--- config.mk ---
export PLATFORM = sky130hd
export DESIGN_NAME = ysyx_23060303_regfile_sb
export DESIGN_NICKNAME = d
export VERILOG_FILES = /design/src/rtl/ysyx_23060303_regfile_sb.sv
export SDC_FILE = /design/constraint.sdc
export NUM_CORES = 2
export LEC_CHECK = 0
export BUFFER_PORTS_ARGS = -buffer_cell sky130_fd_sc_hd__buf_2
export CAP_MARGIN = 20
export CORE_UTILIZATION = 50
export CTS_CLUSTER_DIAMETER = 30
export DETAILED_ROUTE_END_ITERATION = 6
export PLACE_DENSITY = 0.66
export SLEW_MARGIN = 20
export SYNTH_ARGS = -nofsm -noshare
export SYNTH_HDL_FRONTEND = slang
export SYNTH_SLANG_ARGS = --single-unit
--- constraint.sdc ---
create_clock -name clk -period 10.39 [get_ports clk]
set_input_delay 2.5975 -clock clk [delete_from_list [all_inputs] [get_ports clk]]
set_output_delay 2.5975 -clock clk [all_outputs]
set_load 0.02 [all_outputs]
--- src/rtl/ysyx_23060303_regfile_sb.sv ---
// ysyx_23060303_regfile_sb
// Integer register file for the pipelined core with a per-register busy
// scoreboard used by decode to detect RAW/WAW hazards.
//
// Ports:
//   clk, rst_n            clock (rising edge) and asynchronous active-low reset
//   wen, waddr, wdata     writeback write port
//   raddr / rdata         NR_READ packed read ports (port i at [i*W +: W])
//   rbusy                 per read port: addressed register has an outstanding writer
//   issue_en, issue_rd    request to mark issue_rd busy
//   issue_ready           issue of issue_rd can be accepted this cycle
//   flush                 clears every busy bit
//   busy_cnt              number of registers currently busy
//
// Register 0 is hard-wired: reads 0, ignores writes, is never busy.

module ysyx_23060303_regfile_sb #(
    parameter int ADDR_WIDTH = 5,
    parameter int DATA_WIDTH = 32,
    parameter int NR_READ    = 2,
    parameter int BYPASS     = 1
) (
    input  logic                             clk,
    input  logic                             rst_n,
    input  logic                             wen,
    input  logic [ADDR_WIDTH-1:0]            waddr,
    input  logic [DATA_WIDTH-1:0]            wdata,
    input  logic [NR_READ*ADDR_WIDTH-1:0]    raddr,
    output logic [NR_READ*DATA_WIDTH-1:0]    rdata,
    output logic [NR_READ-1:0]               rbusy,
    input  logic                             issue_en,
    input  logic [ADDR_WIDTH-1:0]            issue_rd,
    output logic                             issue_ready,
    input  logic                             flush,
    output logic [ADDR_WIDTH:0]              busy_cnt
);

    localparam int DEPTH     = 2 ** ADDR_WIDTH;
    localparam int CNT_WIDTH = ADDR_WIDTH + 1;
    localparam bit BYP_EN    = (BYPASS != 0);

    logic [DATA_WIDTH-1:0] regs_reg [DEPTH];
    logic [DEPTH-1:0]      busy_reg;
    logic [DEPTH-1:0]      busy_next;
    logic [CNT_WIDTH-1:0]  busy_cnt_reg;
    logic [CNT_WIDTH-1:0]  busy_cnt_next;

    logic wr_active;
    logic issue_take;
    logic wb_clears_busy;

    // A write to x0 has no architectural effect anywhere.
    assign wr_active = wen & (waddr != '0);

    // A writer landing this cycle frees its register, so a WAW issue to it
    // does not have to stall.
    assign issue_ready = (issue_rd == '0) | ~busy_reg[issue_rd]
                       | (wen & (waddr == issue_rd));

    // x0 issues are "accepted" from decode's point of view but mark nothing.
    assign issue_take = issue_en & issue_ready & ~flush & (issue_rd != '0);

    assign wb_clears_busy = wr_active & busy_reg[waddr];

    // ------------------------------------------------------------------
    // Register array. Asynchronous clear forces a flop array; x0 is
    // cleared on reset and never written afterwards.
    // ------------------------------------------------------------------
    always_ff @(posedge clk or negedge rst_n) begin
        if (!rst_n) begin
            for (int i = 0; i < DEPTH; i++) begin
                regs_reg[i] <= '0;
            end
        end else if (wr_active) begin
            regs_reg[waddr] <= wdata;
        end
    end

    // ------------------------------------------------------------------
    // Busy scoreboard: flush > accepted issue > writeback clear > hold.
    // ------------------------------------------------------------------
    genvar gi;
    generate
        for (gi = 0; gi < DEPTH; gi++) begin : g_busy
            if (gi == 0) begin : g_zero
                assign busy_next[gi] = 1'b0;
            end else begin : g_reg
                logic set_hit;
                logic clr_hit;
                assign set_hit = issue_take & (issue_rd == ADDR_WIDTH'(gi));
                assign clr_hit = wr_active & (waddr == ADDR_WIDTH'(gi));
                assign busy_next[gi] = ~flush & (set_hit | (busy_reg[gi] & ~clr_hit));
            end
        end
    endgenerate

    // The count tracks the bits incrementally. An accepted issue can only
    // target a non-busy register or one being cleared in the same cycle, so
    // a simultaneous issue+clear of one register nets to zero.
    assign busy_cnt_next = flush ? '0
                         : busy_cnt_reg + CNT_WIDTH'(issue_take) - CNT_WIDTH'(wb_clears_busy);

    always_ff @(posedge clk or negedge rst_n) begin
        if (!rst_n) begin
            busy_reg     <= '0;
            busy_cnt_reg <= '0;
        end else begin
            busy_reg     <= busy_next;
            busy_cnt_reg <= busy_cnt_next;
        end
    end

    assign busy_cnt = busy_cnt_reg;

    // ------------------------------------------------------------------
    // Read ports. The rst_n gating keeps a bypassed write from leaking
    // onto rdata while the file is held in reset.
    // ------------------------------------------------------------------
    generate
        for (gi = 0; gi < NR_READ; gi++) begin : g_read
            logic [ADDR_WIDTH-1:0] ra;
            logic                  byp_hit;

            assign ra      = raddr[gi*ADDR_WIDTH +: ADDR_WIDTH];
            assign byp_hit = BYP_EN & wen & (waddr == ra);

            assign rdata[gi*DATA_WIDTH +: DATA_WIDTH] =
                (!rst_n || ra == '0) ? '0 :
                byp_hit              ? wdata :
                                       regs_reg[ra];

            assign rbusy[gi] = rst_n & busy_reg[ra] & ~byp_hit;
        end
    endgenerate

endmodule
### Word-level counts from Yosys, hierarchy flattened

Cells that the tools add are included.
Widths: inputs -> output; s select.

* input bits: 57
* output and inout port bits: 73
* bits in registers: 1061
* word-level logic and storage cells: 347

* $lt $le $gt $ge: 8
* bitwise logic cells: 207
* $add $sub $neg: 2
* reduce and logical (&&, ||, !) cells: 9
* equal/unequal tests: 65
* muxes and demuxes: 22

Operators with widths (count)
* $bwmux 1024: 1
* $bmux 32 s5: 2
* $mux 32: 9
* $demux 32 s5: 1
* $eq 5x5->1 const B: 32
* $and 1x1->1: 136
* $eq 5x4->1 const B: 16
* $eq 5x3->1 const B: 8
* $not 1->1: 35
* $or 1x1->1: 33
* $lt 5x6->1 const B: 4
* $bmux 1 s5: 4
* $eq 5x2->1 const B: 4
* $ge 6x6->1 const B: 3
* $not 5->6: 3
* $eq 5x5->1: 3
* $logic_not 5->1: 3
* $eq 5x1->1 const B: 2
* $reduce_bool 5->1: 2
* $add 6x1->6: 1
* $lt 6x1->1 const B: 1
* $mux 6: 1
* $sub 6x1->6: 1
* $mux 1: 4
* other kinds (3): 4

### Longest topological paths before layout

* word-level depth: 11
* gate-level depth with buffers: 16
* gate-level depth less buffers: 14

### Least setup slack after synthesis

OpenSTA, ideal clock, no wires.

* kind: input-to-output
* start: input port waddr[2]
* end: output port rdata[40]
* path slack: 3.302 ns
* stages: 7
* data arrival time: 4.490 ns
* path through: clkbuf_1 > xnor2_1 > nand3_1 > nor3_1 > buf_2 > o32ai_1 > a211oi_1

* word-level cells in the longest chain between the ends: 4

RTL lines
* from (decl): RTL line 26 `input logic [ADDR_WIDTH-1:0] waddr,`
* $eq 5x5->1: RTL line 125 `assign byp_hit = BYP_EN & wen & (waddr == ra);`
* $and 1x1->1: RTL line 125
* $mux 32: RTL line 129 `byp_hit ? wdata :`
* $mux 32: RTL line 128 `(!rst_n || ra == '0) ? '0 :`
* to (decl): RTL line 29 `output logic [NR_READ*DATA_WIDTH-1:0] rdata,`

No other way between the ends.

### Worst setup path in the final report

* start: input port raddr[2]
* end: output port rdata[8]

* word-level cells in the longest chain between the ends: 6

RTL lines
* from (decl): RTL line 28 `input logic [NR_READ*ADDR_WIDTH-1:0] raddr,`
* $not 5->6 (not written as such): RTL line 130 `regs_reg[ra];`
* $bmux 32 s5: RTL line 130
* $mux 32 (not written as such) (2 in a row): RTL line 130
* $mux 32: RTL line 129
* $mux 32 *: RTL line 128

Every way passes the cells marked *; elsewhere a longest branch is shown, timed or not. The select of a mux whose other input is x is not followed.

==> flow_summary.toml <==
[sta]
worst_slew_pin_slew_ns = 1.12
clock_skew_ns = 0.0158
maxSlewViolCount = 0
fin_tns_setup_ns = 0
finalCritPeriodShare = 0.824
fmax_mhz = 117
rsz0062_at_grt = "no"
setup_viol = 0
hold_viol = 0
relSlewSlack = 0.252
setup_ws_ns = 1.83
fin_crit_ns = 8.56

[route]
drc = 0
num_vias = 36800
wl_mm = 174
drtIter0Drc = 3778
final_antenna_net_count = 0
drt-pass1-iter-count = 6
viasPerCell = 6.70
routedWlPerCell_um = 31.7

[critical_path]
r2r_cells = 14
worstPathMaxFanout = 44
r2r-end = "busy_cnt[4]$_DFF_PN0_"
reg2reg_slack_ns = 7.01
cp.arrival_ns = 5.97
required_ns = 7.79
critical_path_class = "in -> out"
rr_startpoint = "busy_reg[31]$_DFF_PN0_"
end_kind = "primary output"
setup.worst_path.start_class = "input port"

[yosys]
avgSynthCellArea_um2 = 15.1
synth_cells = 3789
synthArstFlopShare = 1.00
synth_warnings = 0
netlist_area_um2 = 57300
ys.flop_type = "dfrtp_1"
synth_area_leader_cell = "dfrtp_1"
yosysSeqAreaShare = 0.463
yosysUniqueCellTypes = 51
yosys_register_bits = 1061
synth_edf_count = 0
synth.area.top_cells = "dfrtp_1 46%, mux4_2 25%, mux2_2 17%"
synth_top_area_share = 0.463
synthesis.nets = 3853

[global_routing]
grt_max_degree = 184
grt_pass1_wl_mm = 260
antenna_found_initial = 14
grt-ovfl-total = 0
track_usage = 0.307
grt_pass1_vias = 38000

[power_and_ir_drop]
p_per_area_nw_per_um2 = 232
leakage_uw = 0.0290
peakVddDrop_uv = 179

[final_layout]
fin_nets = 3842
layout-drive-gt1-share = 0.548
largest_reg_flops = 1024
area_growth_pct = 17.2
layout_common_cells = "1061 x dfrtp_1, 881 x mux2_2, 646 x mux4_2, 233 x clkbuf_16, 180 x nand2_1"
layout_commonest_cell = "dfrtp_1"
fillers = 8442

[clock_network]
clk_pin_slew_ns = 0.05
clk_latency_ns = 0.80
h-tree-depth = 4
root_buffer = "clkbuf_16"
clock-sinks = 1061
cts_buffers = 229
cts_setup_buffers = 0
clockBufferDepth = 3
cts_hold_buf = 0
cts_resized = 0
tritoncts = "yes"

[hold_path]
hp-class = "reg -> reg"
min_path_cells = 0
holdPathEnd = "regs_reg[1014]$_DFFE_PN0P_"
hold_start = "regs_reg[1014]$_DFFE_PN0P_"

[floorplan]
dieHeight_um = 340
dieArea_um2 = 116000
start_util = 0.506
coreArea_um2 = 113000
die_x_um = 340
ioPinCount = 130
rows = 123

[placement]
pre_cts_ws_ns = 1.84
place_hpwl_mm = 95.4
gp_congestion = 0.819
portBuffers = 129

[outcome]
status = "finished, final reports clean"

[flow_run]
cap_violations = 0
## metrics by stage
stage	cells	area, um2	hold WS (ns)	total power (uW)	utilization
final	5489	67100	0.391	15600	0.594
after global routing	5485	67100	0.404	16200	0.593
after CTS	5481	67100	0.393	15700	0.593
after detailed placement	5046	58700	0.383	7940	0.519
after global placement	5046	58700	0.377	7850	0.519
after floorplan	3789	57300	0.441	7220	-
## worst max path at each step
stage,start,end,slack [ns],depth (start not counted)
after floorplan,waddr[2],rdata[40],3.30,7
after global placement,raddr[0],rdata[10],1.85,7
after detailed placement,raddr[0],rdata[10],1.84,7
after CTS,raddr[0],rdata[10],1.83,7
after global routing,raddr[2],rdata[8],1.72,9
final,raddr[2],rdata[8],1.83,9
## Yosys cell counts, drive strengths merged, types with 27 or more instances
master and instances:
o21ai 135, o22ai 32, inv 29, mux4 646, a21oi 31, dfrtp 1061, nand2 196, a22oi 27
clkbuf 227, buf 212, a211oi 32, mux2i 35, nor2 60, mux2 881, nor3 37, nor2b 31
## per-layer routing
| metal | vias to the layer above | share of wire | GRT usage |
|---|---|---|---|
| li1 | 14700 | - | - |
| met1 | 19900 | 0.41 | 0.428 |
| met2 | 1754 | 0.47 | 0.467 |
| met3 | 370 | 0.090 | 0.0784 |
| met4 | 14 | 0.035 | 0.113 |
| met5 | - | 0.00046 | 0 |
## where the power goes
group	total (uW)	switching, uW	internal [uW]
Sequential	5440	539	4900
Clock	7690	2490	5200
Combinational	2480	1010	1470
## cell type report
class | instances | area (um2) | area share
timing repair buffer | 197 | 1380 | 0.0205
tap | 1500 | 1880 | 0.0280
antenna | 7 | 17.5 | 0.000261
sequential | 1061 | 26600 | 0.395
inverter | 29 | 109 | 0.00162
clock inverter | 146 | 1910 | 0.0285
multi-input combinational | 2260 | 28900 | 0.430
clock buffer | 289 | 6430 | 0.0958
## cells by family (layout without fill, tap and decap cells)
| family | Yosys count | count (layout) | synth area share |
|---|---|---|---|
| muxes | 1562 | 1562 | 0.433 |
| DFF | 1061 | 1061 | 0.463 |
| xor gates and xnor gates | 20 | 20 | 0.00306 |
| adders and majority gates | 7 | 7 | 0.00166 |
| other | 0 | 7 | 0 |
| buffers and inverters | 468 | 661 | 0.0375 |
| AOI/OAI and AO/OA | 285 | 285 | 0.0300 |
| and+or+nand+nor | 386 | 386 | 0.0310 |
## critical path: stages
cell and delay (ns):
clkbuf_8 0.53, xor2_1 0.15, nor4_1 0.40, nand3_2 0.39, nand2b_2 0.53, buf_12 0.26, o22ai_1 0.16, nor3_1 0.61
buf_2 0.29
Note: power is estimated with default switching activity, not from simulation.
